===== src/rtl/ibr128_stream_ctrl_if.sv =====
// ibr128_stream_ctrl_if: valid/ready stream carrying one data block per transfer
interface ibr128_stream_ctrl_if #(parameter int W = 128);
  logic valid;
  logic ready;
  logic [W-1:0] data;
  modport master (output valid, output data, input ready);
  modport slave (input valid, input data, output ready);
endinterface


===== src/rtl/ibr128_stream_ctrl.sv =====
// ibr128_stream_ctrl: streams 128-bit blocks through IBR128_core with OB framing and Enable handshaking
module ibr128_stream_ctrl #(
  parameter int GAP_CYCLES = 1,
  parameter int TIMEOUT = 1024,
  parameter int CNT_W = 16
) (
  input  logic               Clk,
  input  logic               RstN,
  input  logic               start,
  input  logic               cfg_sa,
  input  logic               cfg_encrypt,
  input  logic [1:0]         cfg_som,
  input  logic [31:0]        cfg_iv,
  input  logic [63:0]        cfg_key0,
  input  logic [63:0]        cfg_key1,
  input  logic [CNT_W-1:0]   num_blocks,
  ibr128_stream_ctrl_if.slave  src,
  ibr128_stream_ctrl_if.master dst,
  output logic               busy,
  output logic               err_timeout,
  output logic               core_Enable,
  output logic               core_SA,
  output logic               core_Encrypt,
  output logic               core_OB,
  output logic [1:0]         core_SOM,
  output logic [31:0]        core_IV,
  output logic [63:0]        core_key0,
  output logic [63:0]        core_key1,
  output logic [127:0]       core_plainText,
  input  logic [127:0]       core_cipherText,
  input  logic               core_cipherReady
);
  localparam int TW = $clog2((TIMEOUT > GAP_CYCLES ? TIMEOUT : GAP_CYCLES) + 1);
  typedef enum logic [2:0] {IDLE, LOAD, RUN, HOLD, GAP} state_t;
  state_t state, state_n;
  logic [TW-1:0] tmr;
  logic [CNT_W-1:0] cnt, nb;
  logic go, ld, rdy, tout, acc, last, gap_done;
  // Enable and OB are pure state decodes so an async reset drops Enable and raises OB at once
  assign busy        = state != IDLE;
  assign core_OB     = state == IDLE;
  assign core_Enable = state == RUN;
  assign src.ready   = state == LOAD;
  assign dst.valid   = state == HOLD;
  assign go       = state == IDLE && start;
  assign ld       = state == LOAD && src.valid;
  assign rdy      = state == RUN && core_cipherReady;
  assign tout     = state == RUN && !core_cipherReady && tmr == TW'(TIMEOUT - 1);
  assign acc      = state == HOLD && dst.ready;
  assign last     = CNT_W'(cnt + 1'b1) == nb;
  assign gap_done = tmr == TW'(GAP_CYCLES - 1);
  // State register
  always_ff @(posedge Clk or negedge RstN)
    if (!RstN) state <= IDLE;
    else state <= state_n;
  // Next-state: one block per LOAD/RUN/HOLD pass, GAP spaces blocks, timeout aborts the message
  always_comb begin
    state_n = state;
    case (state)
      IDLE:    state_n = start ? LOAD : IDLE;
      LOAD:    state_n = src.valid ? RUN : LOAD;
      RUN:     state_n = core_cipherReady ? HOLD : tout ? IDLE : RUN;
      HOLD:    state_n = dst.ready ? (last ? IDLE : GAP) : HOLD;
      GAP:     state_n = gap_done ? LOAD : GAP;
      default: state_n = IDLE;
    endcase
  end
  // Cycle timer restarts on every state change; bounds RUN and times GAP
  always_ff @(posedge Clk or negedge RstN)
    if (!RstN) tmr <= '0;
    else tmr <= state_n != state ? '0 : tmr + 1'b1;
  // Message config, block counter and sticky timeout flag
  always_ff @(posedge Clk or negedge RstN)
    if (!RstN) begin
      {core_SA, core_Encrypt, core_SOM, core_IV, core_key0, core_key1} <= '0;
      nb <= '0;
      cnt <= '0;
      err_timeout <= 1'b0;
    end else begin
      if (go) begin
        {core_SA, core_Encrypt, core_SOM, core_IV} <= {cfg_sa, cfg_encrypt, cfg_som, cfg_iv};
        {core_key0, core_key1} <= {cfg_key0, cfg_key1};
        nb <= num_blocks == '0 ? CNT_W'(1) : num_blocks;
        cnt <= '0;
        err_timeout <= 1'b0;
      end
      if (acc) cnt <= cnt + 1'b1;
      if (tout) err_timeout <= 1'b1;
    end
  // Block data: input block held for the core, core result held for the output stream
  always_ff @(posedge Clk or negedge RstN)
    if (!RstN) begin
      core_plainText <= '0;
      dst.data <= '0;
    end else begin
      if (ld) core_plainText <= src.data;
      if (rdy) dst.data <= core_cipherText;
    end
endmodule


===== src/flat_wrapper.sv =====
// flat-port wrapper written by rule: the top's interface ports become plain ports
module ibr128_stream_ctrl_flat 
#(
  parameter int GAP_CYCLES = 1,
  parameter int TIMEOUT = 1024,
  parameter int CNT_W = 16
)
  (Clk, RstN, start, cfg_sa, cfg_encrypt, cfg_som, cfg_iv, cfg_key0, cfg_key1, num_blocks, busy, err_timeout, core_Enable, core_SA, core_Encrypt, core_OB, core_SOM, core_IV, core_key0, core_key1, core_plainText, core_cipherText, core_cipherReady, src_valid, src_data, src_ready, dst_valid, dst_data, dst_ready);
  ibr128_stream_ctrl_if src_i ();
  ibr128_stream_ctrl_if dst_i ();
  input  logic Clk;
  input  logic RstN;
  input  logic start;
  input  logic cfg_sa;
  input  logic cfg_encrypt;
  input  logic [1:0] cfg_som;
  input  logic [31:0] cfg_iv;
  input  logic [63:0] cfg_key0;
  input  logic [63:0] cfg_key1;
  input  logic [CNT_W-1:0] num_blocks;
  output logic busy;
  output logic err_timeout;
  output logic core_Enable;
  output logic core_SA;
  output logic core_Encrypt;
  output logic core_OB;
  output logic [1:0] core_SOM;
  output logic [31:0] core_IV;
  output logic [63:0] core_key0;
  output logic [63:0] core_key1;
  output logic [127:0] core_plainText;
  input  logic [127:0] core_cipherText;
  input  logic core_cipherReady;
  input wire logic [$bits(src_i.valid)-1:0] src_valid;
  input wire logic [$bits(src_i.data)-1:0] src_data;
  output wire logic [$bits(src_i.ready)-1:0] src_ready;
  output wire logic [$bits(dst_i.valid)-1:0] dst_valid;
  output wire logic [$bits(dst_i.data)-1:0] dst_data;
  input wire logic [$bits(dst_i.ready)-1:0] dst_ready;
  assign src_i.valid = src_valid;
  assign src_i.data = src_data;
  assign src_ready = src_i.ready;
  assign dst_valid = dst_i.valid;
  assign dst_data = dst_i.data;
  assign dst_i.ready = dst_ready;
  ibr128_stream_ctrl #(.GAP_CYCLES(GAP_CYCLES), .TIMEOUT(TIMEOUT), .CNT_W(CNT_W)) u_core (.Clk(Clk), .RstN(RstN), .start(start), .cfg_sa(cfg_sa), .cfg_encrypt(cfg_encrypt), .cfg_som(cfg_som), .cfg_iv(cfg_iv), .cfg_key0(cfg_key0), .cfg_key1(cfg_key1), .num_blocks(num_blocks), .src(src_i), .dst(dst_i), .busy(busy), .err_timeout(err_timeout), .core_Enable(core_Enable), .core_SA(core_SA), .core_Encrypt(core_Encrypt), .core_OB(core_OB), .core_SOM(core_SOM), .core_IV(core_IV), .core_key0(core_key0), .core_key1(core_key1), .core_plainText(core_plainText), .core_cipherText(core_cipherText), .core_cipherReady(core_cipherReady));
endmodule

===== config.mk =====
export PLATFORM = sky130hd
export DESIGN_NAME = ibr128_stream_ctrl_flat
export DESIGN_NICKNAME = d
export VERILOG_FILES = /design/src/rtl/ibr128_stream_ctrl_if.sv /design/src/rtl/ibr128_stream_ctrl.sv /design/src/flat_wrapper.sv
export SDC_FILE = /design/constraint.sdc
export NUM_CORES = 1
export LEC_CHECK = 0
export CORE_AREA = 4 4 332 334
export DETAILED_ROUTE_END_ITERATION = 7
export DIE_AREA = 0 0 336 338
export PLACE_DENSITY_LB_ADDON = 0.08
export SYNTH_ARGS = -nofsm -noshare
export SYNTH_HDL_FRONTEND = slang
export SYNTH_SLANG_ARGS = --single-unit

===== constraint.sdc =====
create_clock -name Clk -period 2 [get_ports Clk]
set_clock_uncertainty 0.05 [all_clocks]
set_input_delay 0.4 -clock Clk [delete_from_list [all_inputs] [get_ports Clk]]
set_output_delay 0.4 -clock Clk [all_outputs]
set_load 0.005 [all_outputs]

==> results of run 1 <==
cells in the mapped netlist (2+ instances only):
| library cell | number | area [µm²] |
|---|---|---|
| nor3_1 | 7 | 35.0 |
| buf_4 | 6 | 45.0 |
| nor2_1 | 34 | 128 |
| nand3_1 | 11 | 55.1 |
| inv_1 | 9 | 33.8 |
| xnor2_1 | 24 | 210 |
| nor4_1 | 7 | 43.8 |
| a21oi_1 | 8 | 40.0 |
| nand4_1 | 7 | 43.8 |
| a31oi_1 | 2 | 12.5 |
| and3_1 | 8 | 50.1 |
| o21ai_0 | 22 | 110 |
| and3_2 | 3 | 22.5 |
| and2_2 | 2 | 15.0 |
| and2_1 | 2 | 12.5 |
| mux2_2 | 435 | 4900 |
| dfrtp_1 | 467 | 11700 |
| o31ai_1 | 5 | 37.5 |
| ha_1 | 3 | 37.5 |
| buf_2 | 19 | 95.1 |
| o22ai_1 | 2 | 12.5 |
| xor2_1 | 12 | 105 |
| and4_1 | 2 | 17.5 |
| buf_6 | 30 | 338 |
| clkbuf_1 | 5 | 18.8 |
| nand2_1 | 21 | 78.8 |
| nor2b_1 | 2 | 12.5 |
per-stage QoR:
| step | hold WS [ns] | utilization [%] | setup TNS [ns] | total power [mW] |
|---|---|---|---|---|
| 2_1_floorplan | 0.0544 | - | 0 | 24.0 |
| 3_5_place_dp | 0.325 | 27.4 | -87.56 | 38.0 |
| 4_1_cts | 0.218 | 29.3 | -17.70 | 47.1 |
| 5_1_grt | 0.218 | 30.2 | -20.29 | 50.9 |
| 3_3_place_gp | 0.316 | 27.4 | -77.57 | 37.9 |
| 6_report | 0.226 | 30.3 | -1.27 | 47.7 |
where the power goes:
group / leakage [nW] / total, mW / internal [mW] / switching (mW)
registers: 5.58 / 16.5 / 14.1 / 2.36
logic: 7.60 / 20.4 / 12.4 / 8.02
clock network: 0.969 / 10.9 / 6.46 / 4.41
per-layer routing:
layer / up-vias / share of wire (%) / GRT usage (%)
li1: 6168 / - / -
met1: 6782 / 35 / 13.1
met2: 601 / 50 / 22.8
met3: 117 / 13 / 7.76
met4: 18 / 2.6 / 3.88
met5: - / 0.12 / 0
state kept, by name, summed over array words and instances, names as in the netlist, 11 cells and up:
| register | flops |
|---|---|
| u_core.nb | 16 |
| u_core.dst.data | 128 |
| u_core.core_key0 | 64 |
| u_core.tmr | 11 |
| u_core.core_plainText | 128 |
| u_core.core_key1 | 64 |
| u_core.cnt | 16 |
| u_core.core_IV | 32 |
final timing paths:
path,slack [ns],cells after the start,startpoint,to
max,-0.06,9,u_core.cnt[1],u_core.state[2]
min,0.23,2,RstN,u_core.dst.data[45]
max reg2reg,-0.06,9,u_core.cnt[1],u_core.state[2]
min reg2reg,0.43,1,u_core.tmr[0],u_core.tmr[0]
max in group asynchronous,0.90,3,RstN,u_core.core_key1[29]
min in group Clk,0.31,2,src_data[45],u_core.core_plainText[45]
final cells by class:
| cell class | instances | share of cell area, % |
|---|---|---|
| clock inverter | 14 | 0.414 |
| timing repair buffer | 1004 | 31.6 |
| clock buffer | 96 | 5.65 |
| sequential | 467 | 36.2 |
| tap | 1403 | 5.43 |
| multi-input combinational | 632 | 20.5 |
| antenna | 12 | 0.0929 |
| inverter | 9 | 0.128 |
logic make-up (layout without fill, tap and decap cells):
| family | after synthesis | in the layout | share of synthesized area [%] |
|---|---|---|---|
| buffers and inverters | 69 | 1123 | 2.89 |
| AOI/OAI and AO/OA | 46 | 46 | 1.49 |
| and+or+nand+nor | 111 | 111 | 3.12 |
| xor gates and xnor gates | 36 | 36 | 1.72 |
| muxes | 436 | 436 | 26.8 |
| DFF | 467 | 467 | 63.7 |
| other | 0 | 12 | 0 |
| adders and majority gates | 3 | 3 | 0.205 |
repair_timing:
item | CTS | global route
pin swaps | 5 | 6
resized for setup | 498 | 121
setup buffers | 14 | 8
hold endpoints to repair | 20 | 0
cloned | 6 | 25
hold buffers | 1 | 0
endpoints found under the setup margin | 724 | 401
critical path, cell delays in order, from the launching register on:
cell	delay (ns)
dfrtp_1	0.40
ha_2	0.18
and3_4	0.17
buf_12	0.13
and2_4	0.13
and3_4	0.18
xnor2_2	0.13
nor4_2	0.28
buf_4	0.17
a31oi_4	0.09
==> results by group, run 1 <==
Status
  • Status: finished with violations
  • Failing checks: setup timing

Cells and area
  • Design Area, Final: 0.0323 mm²
  • Layout cells sized above 1: 31.9%
  • Nets@finish: 2619
  • Most frequent cells in the layout: 463 x dfrtp_1, 440 x clkdlybuf4s50_1, 407 x dlygate4sd2_1
  • Area occupied by multi-input gates: 0.00663 mm²
  • Fill cells: 10900
  • FF+latch area: 0.0117 mm²
  • Area delta synth->final: 76.4%
  • Finished Layout Cells: 3637
  • Commonest non-fill, non-tap cell in the layout: dfrtp_1

Pwr
  • Pwr Density: 1480 mW/mm²
  • P_leak: 14.1 nW
  • Peak VDD IR: 0.000686 V

Floorplan
  • Die H: 338 µm
  • Die width: 336 µm
  • Initial core utilization: 17.2%
  • # rows: 120
  • Io pins: 868
  • Core Region: 0.107 mm²
  • Die ar.: 0.114 mm²

Synthesis
  • Syn_nets: 1613
  • FFs w/ async S/R, synth: 100%
  • Cell Area, Synth: 0.0183 mm²
  • Post-synth EDFFs: 0
  • Flops & latches, synth: 467
  • Post-synthesis sequential area ratio: 63.7%
  • Gate Count Post-Synth: 1168
  • Yosys warns: 0
  • Distinct cells, synth: 40
  • Mean Syn Cell Area: 15.7 µm²
  • Dominant synthesized flop cell: dfrtp_1

GRT
  • First-pass GRT wire length: 109000 µm
  • Largest net degree at the start of global routing: 60
  • Initial antenna violation count: 24
  • Total gr overflow: 0
  • Overall Global Routing Usage: 13.1%
  • Vias in the first global route: 15213

STA
  • Final setup violating endpoints: 76
  • Least-Margin Pin Slew: 0.472 ns
  • Peak Freq: 487 MHz
  • Period utilisation layout: 103%
  • Final Hold Vio Count: 0
  • Slew headroom: 68.5%
  • RSZ-0062 raised after global routing: yes
  • Fin crit period: 2.06 ns
  • Final worst setup slack: -0.0553 ns
  • Max-slew violations: 0

CTS
  • Clock root buffer: clkbuf_16
  • # clock sinks: 467
  • Max clock buf depth: 3
  • CTS tree: built
  • Htree depth: 2
  • Clock-pin slew on the worst setup and hold paths: 0.06 ns
  • Clock latency on the worst-skew pair: 0.64 ns
  • CTS Buf Count: 60

Setup path
  • Crit path DAT: 2.51 ns
  • Crit Path Max Fanout: 6
  • CP startpoint kind: register
  • CP Capture Type: register
  • Worst Path Required: 2.46 ns
  • Crit Path Category: reg -> reg

Routing
  • Total Wirelength: 81800 µm
  • DR vias/cell: 3.76
  • DRC errors left: 0
  • Pre-antenna DRT Iters: 4
  • Via Count: 13686
  • Number of DRC markers in iteration 0: 416
  • Wire per inst: 22.5 µm
  • Post-route ant nets: 0

Placed design
  • Pre-CTS setup slack: -0.306 ns
  • Port-buffer cells: 867
  • RePlAce Congestion: 0.741
  • Post-Place Cells: 3466
  • Hpwl dp: 60200 µm
  • Dpl cell area: 0.0293 mm²

Worst hold path
  • Hold Path Class: in -> async

Job
  • Max-Cap Viols: 0
Power figures use the tool's default switching activity.
==> run 2, diff against run 1 <==
clock period = 1.8 ns   (was 2 ns; I/O delays follow)
==> run 2 against run 1 <==
  * The run still ends with setup timing left
  * Largest cell class is now non-clock buffers
  * Maximum frequency is 4.3% lower
  * Cell area is 7.5% higher
  * Worst hold slack worse by 0.061 ns
  * Worst setup slack worse by 0.29 ns
  * Highest routed layer unchanged
  * Via count is 3.4% higher
  * Global-route usage is 0.55 points higher
  * Critical path type unchanged
  * Utilization is 2.3 points higher
  * Clock-buffer cell count is 6 lower
  * Sequential share of layout area is 2.5 points lower
  * Critical path depth is 2 higher
==> results by group, run 2 (synthesized netlist as in run 1, its figures left out) <==
Status
  • Status: finished with violations
  • Failing checks: setup timing

Routing
  • Total Wirelength: 83600 µm (+2.2%)
  • Wire per inst: 22.4 µm (-0.25%)
  • Number of DRC markers in iteration 0: 405 (-2.6%)
  • DRC errors left: 0 (unchanged)
  • Pre-antenna DRT Iters: 4 (unchanged)
  • DR vias/cell: 3.80 (+0.93%)
  • Post-route ant nets: 0 (unchanged)
  • Via Count: 14151 (+3.4%)

Placed design
  • Dpl cell area: 0.0297 mm² (+1.3%)
  • Pre-CTS setup slack: -0.486 ns (-0.180 ns)
  • Port-buffer cells: 867 (unchanged)
  • RePlAce Congestion: 0.749 (+1.1%)
  • Post-Place Cells: 3500 (+0.98%)
  • Hpwl dp: 58600 µm (-2.6%)

GRT
  • Vias in the first global route: 15844 (+4.1%)
  • Overall Global Routing Usage: 13.6% (+0.55 points)
  • Largest net degree at the start of global routing: 55 (-8.3%)
  • Total gr overflow: 0 (unchanged)
  • First-pass GRT wire length: 113000 µm (+4.3%)
  • Initial antenna violation count: 23 (-4.2%)

Cells and area
  • Most frequent cells in the layout: 460 x dfrtp_1, 440 x clkdlybuf4s50_1, 342 x dlygate4sd2_1
  • Layout cells sized above 1: 36.4% (+4.5 points)
  • Design Area, Final: 0.0348 mm² (+7.5%)
  • Final core utilization: 32.5% (+2.3 points)
  • Biggest regs: u_core.core_plainText: 128 flops, u_core.dst.data: 128 flops
  • Area delta synth->final: 89.5%
  • Nets@finish: 2714 (+3.6%)
  • Fill cells: 10717 (-1.7%)
  • Commonest non-fill, non-tap cell in the layout: dfrtp_1
  • Finished Layout Cells: 3726 (+2.4%)

STA
  • Final worst setup slack: -0.348 ns (-0.292 ns)
  • Period utilisation layout: 119% (+17 points)
  • RSZ-0062 raised after global routing: yes
  • Final Hold Vio Count: 0 (unchanged)
  • Fin crit period: 2.15 ns (+0.0925 ns)
  • Least-Margin Pin Slew: 0.315 ns (-0.157 ns)
  • Max-slew violations: 0 (unchanged)
  • Peak Freq: 466 MHz (-4.3%)
  • Final setup violating endpoints: 434 (+470%)
  • Slew headroom: 78.9% (+10 points)

Floorplan
  • # rows: 120 (unchanged)
  • Die width: 336 µm (unchanged)
  • Io pins: 868 (unchanged)
  • Core Region: 0.107 mm² (unchanged)
  • Die H: 338 µm (unchanged)
  • Die ar.: 0.114 mm² (unchanged)
  • Initial core utilization: 17.2% (unchanged)

Pwr
  • P_leak: 15.4 nW (+8.8%)
  • Peak VDD IR: 0.000698 V (+1.7%)
  • Final Total Pwr: 57.5 mW (+21%)
  • Pwr Density: 1660 mW/mm² (+12%)

CTS
  • CTS tree: built
  • CTS Buf Count: 60 (unchanged)
  • Clock root buffer: clkbuf_16
  • Clock-pin slew on the worst setup and hold paths: 0.06 ns (about the same)
  • # clock sinks: 467 (unchanged)
  • Htree depth: 2 (unchanged)
  • Clock latency on the worst-skew pair: 0.64 ns (about the same)
  • Max clock buf depth: 3 (unchanged)

Setup path
  • Crit Path Category: reg -> reg
  • Crit Path Max Fanout: 5 (-1)
  • CP startpoint kind: register
  • CP Capture Type: register
  • Worst Path Required: 2.26 ns (-0.20 ns)
  • Crit path DAT: 2.61 ns (+0.10 ns)
  • Setup slack, reg-to-reg: -0.35 ns (-0.29 ns)

Job
  • Max-Cap Viols: 0 (unchanged)

Worst hold path
  • Hold Path Class: in -> async
-- run 2: critical path: stages (launching register included) --
cell and delay [ns]:
dfrtp_2 0.44, buf_4 0.16, nor3_4 0.22, buf_4 0.15, inv_2 0.04, nor2_4 0.09
buf_12 0.13, buf_12 0.12, buf_6 0.11, buf_6 0.10, buf_16 0.12, mux2_4 0.30
-- run 2: stage by stage --
stage	hold WS (ns)	TNS, ns
after floorplan	0.0144	-0.128
after global placement	0.202	-139.35
after detailed placement	0.203	-143.96
after CTS	0.0975	-82.88
after global routing	0.129	-102.52
final	0.165	-67.71
-- run 2: power breakdown --
part | internal (mW) | switching [mW] | leakage [nW] | total (mW)
logic | 16.8 | 9.51 | 8.80 | 26.3
clock network | 7.90 | 4.85 | 1.02 | 12.7
registers | 15.7 | 2.82 | 5.58 | 18.5
total | 40.4 | 17.2 | 15.4 | 57.5
-- run 2: path summary, 6_finish.rpt --
| path | from | end | depth (start not counted) |
|---|---|---|---|
| setup / recovery | u_core.state[2] | u_core.dst.data[114] | 11 |
| hold / removal | RstN | u_core.dst.data[77] | 2 |
| setup reg to reg | u_core.state[2] | u_core.dst.data[114] | 11 |
| hold reg to reg | u_core.core_plainText[77] | u_core.core_plainText[77] | 1 |
| max in group asynchronous | RstN | u_core.core_plainText[103] | 4 |
| min in group Clk | cfg_key1[62] | u_core.core_key1[62] | 2 |
-- run 2: layout make-up --
class	instances	area [µm²]	share of cell area [%]
diodes	11	27.5	0.0792
well taps	1403	1760	5.05
repair buffers	1099	11800	33.8
inverters	9	33.8	0.0972
clock buffers	90	1790	5.14
multi-input cells	632	7420	21.4
flip-flops and latches	467	11700	33.6
clock inverters	15	275	0.792
-- run 2: what timing repair did --
| item | CTS | global route |
|---|---|---|
| hold endpoints to repair | 245 | 0 |
| buffers inserted | 58 | 29 |
| setup endpoints to repair | 884 | 486 |
| hold buffers | 1 | 0 |
| pin swaps | 13 | 25 |
| resized for setup | 823 | 202 |
| gates cloned | 30 | 21 |
-- run 2: metal layers --
metal	GRT usage, %	share of wire, %	up-vias	routed length [µm]
li1	-	-	6359	-
met4	4.02	2.4	24	2030
met3	6.57	10	105	8650
met1	14.3	36	7111	30100
met2	24.1	51	552	42600
met5	0	0.18	-	149
==> run 3, diff against run 2 <==
CORE_AREA = 2 2 336 338   (was 4 4 332 334)
DIE_AREA = 0 0 338 340   (was 0 0 336 338)
==> run 3 against run 2 <==
  * The flow still finishes with violations (setup timing)
  * Via count rose by 0.84%
  * Worst setup slack improved by 0.038 ns
  * Sequential power barely moved
  * Flip-flop and latch count did not move
  * Die area rose by 1.2%
  * Wire length rose by 0.16%
  * Combinational power rose by 9.5%
  * Highest routed layer unchanged
  * Maximum frequency rose by 1.8%
  * Sequential share of layout area fell by 1.5 points
  * Cell count rose by 3.5%
  * Critical path depth fell by 6
  * Critical endpoint is now busy
==> results by group, run 3 (synthesized netlist as in run 1, its figures left out) <==
Status
  • Status: finished with violations
  • Failing checks: setup timing

Routing
  • Wire per inst: 21.7 µm (-3.2%)
  • DR vias/cell: 3.70 (-2.6%)
  • Total Wirelength: 83700 µm (+0.16%)
  • Post-route ant nets: 0 (unchanged)
  • DRC errors left: 0 (unchanged)
  • Pre-antenna DRT Iters: 4 (unchanged)
  • Number of DRC markers in iteration 0: 377 (-6.9%)
  • Via Count: 14270 (+0.84%)

Setup path
  • CP Capture Type: output port
  • CP startpoint kind: register
  • Crit path DAT: 1.70 ns (-0.91 ns)
  • Crit Path Max Fanout: 4 (-1)
  • Crit Path Category: reg -> out
  • Worst Path Required: 1.39 ns (-0.87 ns)

STA
  • Final worst setup slack: -0.310 ns (+0.0377 ns)
  • Least-Margin Pin Slew: 0.439 ns (+0.125 ns)
  • Slew headroom: 70.7% (-8.1 points)
  • Peak Freq: 474 MHz (+1.8%)
  • Final setup violating endpoints: 459 (+5.8%)
  • Max-slew violations: 0 (unchanged)
  • Hold WS: 0.106 ns (-0.0586 ns)
  • Fin crit period: 2.11 ns (-0.0377 ns)
  • Period utilisation layout: 117% (-2.1 points)
  • Final Hold Vio Count: 0 (unchanged)
  • RSZ-0062 raised after global routing: yes

Pwr
  • P_leak: 17.1 nW (+11%)
  • Final Total Pwr: 60.8 mW (+5.7%)
  • Sw Pwr: 17.9 mW (+4.3%)
  • Clock network power share: 21.9% (-0.2 points)
  • Pwr Density: 1670 mW/mm² (+1.1%)
  • Sw Share: 29.5% (-0.38 points)
  • Comb pwr share: 47.4% (+1.7 points)
  • Sequential power share: 30.7% (-1.5 points)
  • Int Pwr: 42.9 mW (+6.3%)
  • Peak VDD IR: 0.000863 V (+24%)

Floorplan
  • Die H: 340 µm (+0.59%)
  • Core Region: 0.112 mm² (+4.4%)
  • Die width: 338 µm (+0.60%)
  • Initial core utilization: 16.4% (-0.72 points)
  • Io pins: 868 (unchanged)
  • # rows: 123 (+2.5%)
  • Die ar.: 0.115 mm² (+1.2%)

CTS
  • Clock-pin slew on the worst setup and hold paths: 0.06 ns (about the same)
  • Clock latency on the worst-skew pair: 0.65 ns (about the same)
  • # clock sinks: 467 (unchanged)
  • Max clock buf depth: 3 (unchanged)
  • CTS Buf Count: 61 (+1.7%)
  • Clock root buffer: clkbuf_16
  • Htree depth: 2 (unchanged)
  • CTS tree: built

GRT
  • Met2 Track Usage GR: 24.4% (+0.35 points)
  • Overall Global Routing Usage: 13.4% (-0.22 points)
  • Met3 Track Usage GR: 5.28% (-1.3 points)
  • Initial antenna violation count: 15 (-35%)
  • Total gr overflow: 0 (unchanged)
  • First-pass GRT wire length: 113000 µm (-0.55%)
  • Vias in the first global route: 15765 (-0.50%)
  • Met1 Use GR: 13.9% (-0.40 points)
  • Largest net degree at the start of global routing: 74 (+35%)
  • Most used routing layer: met2

Worst hold path
  • Hold Path Class: in -> async

Cells and area
  • Area delta synth->final: 98.1%
  • Layout cells sized above 1: 38.2% (+1.8 points)
  • Commonest non-fill, non-tap cell in the layout: dfrtp_1
  • Fill cells: 11093 (+3.5%)
  • Most frequent cells in the layout: 463 x dfrtp_1, 440 x clkdlybuf4s50_1, 424 x mux2_4
  • Biggest regs: u_core.core_plainText: 128 flops, u_core.dst.data: 128 flops
  • Nets@finish: 2744 (+1.1%)

Placed design
  • Port-buffer cells: 867 (unchanged)
  • Hpwl dp: 58700 µm (+0.16%)
  • RePlAce Congestion: 0.747 (-0.23%)

Job
  • Max-Cap Viols: 0 (unchanged)
run 3: path summary, 6_finish.rpt:
check / from / endpoint / slack, ns / depth (start not counted)
max: u_core.state[2] / busy / -0.31 / 5
min: RstN / u_core.dst.data[21] / 0.11 / 2
max reg2reg: u_core.state[2] / u_core.core_key0[47] / -0.31 / 10
max in group asynchronous: RstN / u_core.dst.data[71] / 0.85 / 4
min in group Clk: src_data[22] / u_core.core_plainText[22] / 0.27 / 2
min reg2reg: u_core.cnt[4] / u_core.cnt[4] / 0.44 / 1
run 3: metal layers:
| layer | vias up | wire [µm] |
|---|---|---|
| met5 | - | 101 |
| met4 | 16 | 2010 |
| met3 | 109 | 7450 |
| met2 | 517 | 43800 |
| met1 | 7207 | 30400 |
| li1 | 6421 | - |
run 3: power by group through the flow:
stage	combinational, mW	clock (mW)	sequential, mW
6_report	28.8	13.3	18.7
5_1_grt	30.7	14.3	19.4
4_1_cts	25.5	13.9	18.6
3_5_place_dp	23.8	0	18.7
3_3_place_gp	23.8	0	18.7
2_1_floorplan	8.04	0	18.7
run 3: final cells by class:
type / count / area, µm² / share of cell area (%)
Antenna cell: 8 / 20.0 / 0.0551
Clock buffer: 90 / 1820 / 5.01
Clock inverter: 22 / 350 / 0.965
Inverter: 9 / 41.3 / 0.114
Multi-Input combinational cell: 632 / 8020 / 22.1
Sequential cell: 467 / 11700 / 32.2
Tap cell: 1500 / 1880 / 5.17
Timing Repair Buffer: 1128 / 12500 / 34.4
run 3: worst max-delay path: stages (launching register included):
cell     delay, ns
dfrtp_2       0.44
nor3_2        0.17
buf_4         0.18
inv_4         0.04
buf_6         0.11
buf_6         0.11
run 3: what timing repair did:
action / 4_1_cts / 5_1_grt
pin swaps: 17 / 39
setup buffers: 41 / 58
setup endpoints to repair: 887 / 625
hold buffers: 1 / 0
gates resized for setup: 730 / 578
cloned: 23 / 24
hold endpoints to repair: 296 / 0
run 3: through the flow:
step	instances	util, %	setup TNS [ns]	instance area, µm²	setup slack (ns)
finish	3856	32.5	-93.15	36300	-0.310
global route	3853	32.5	-137.47	36300	-0.456
CTS	3793	30.4	-144.07	33900	-0.435
detailed placement	3618	26.9	-157.92	30000	-0.513
global placement	3618	26.9	-156.09	30000	-0.567
floorplan	1168	-	-0.128	18400	-0.128
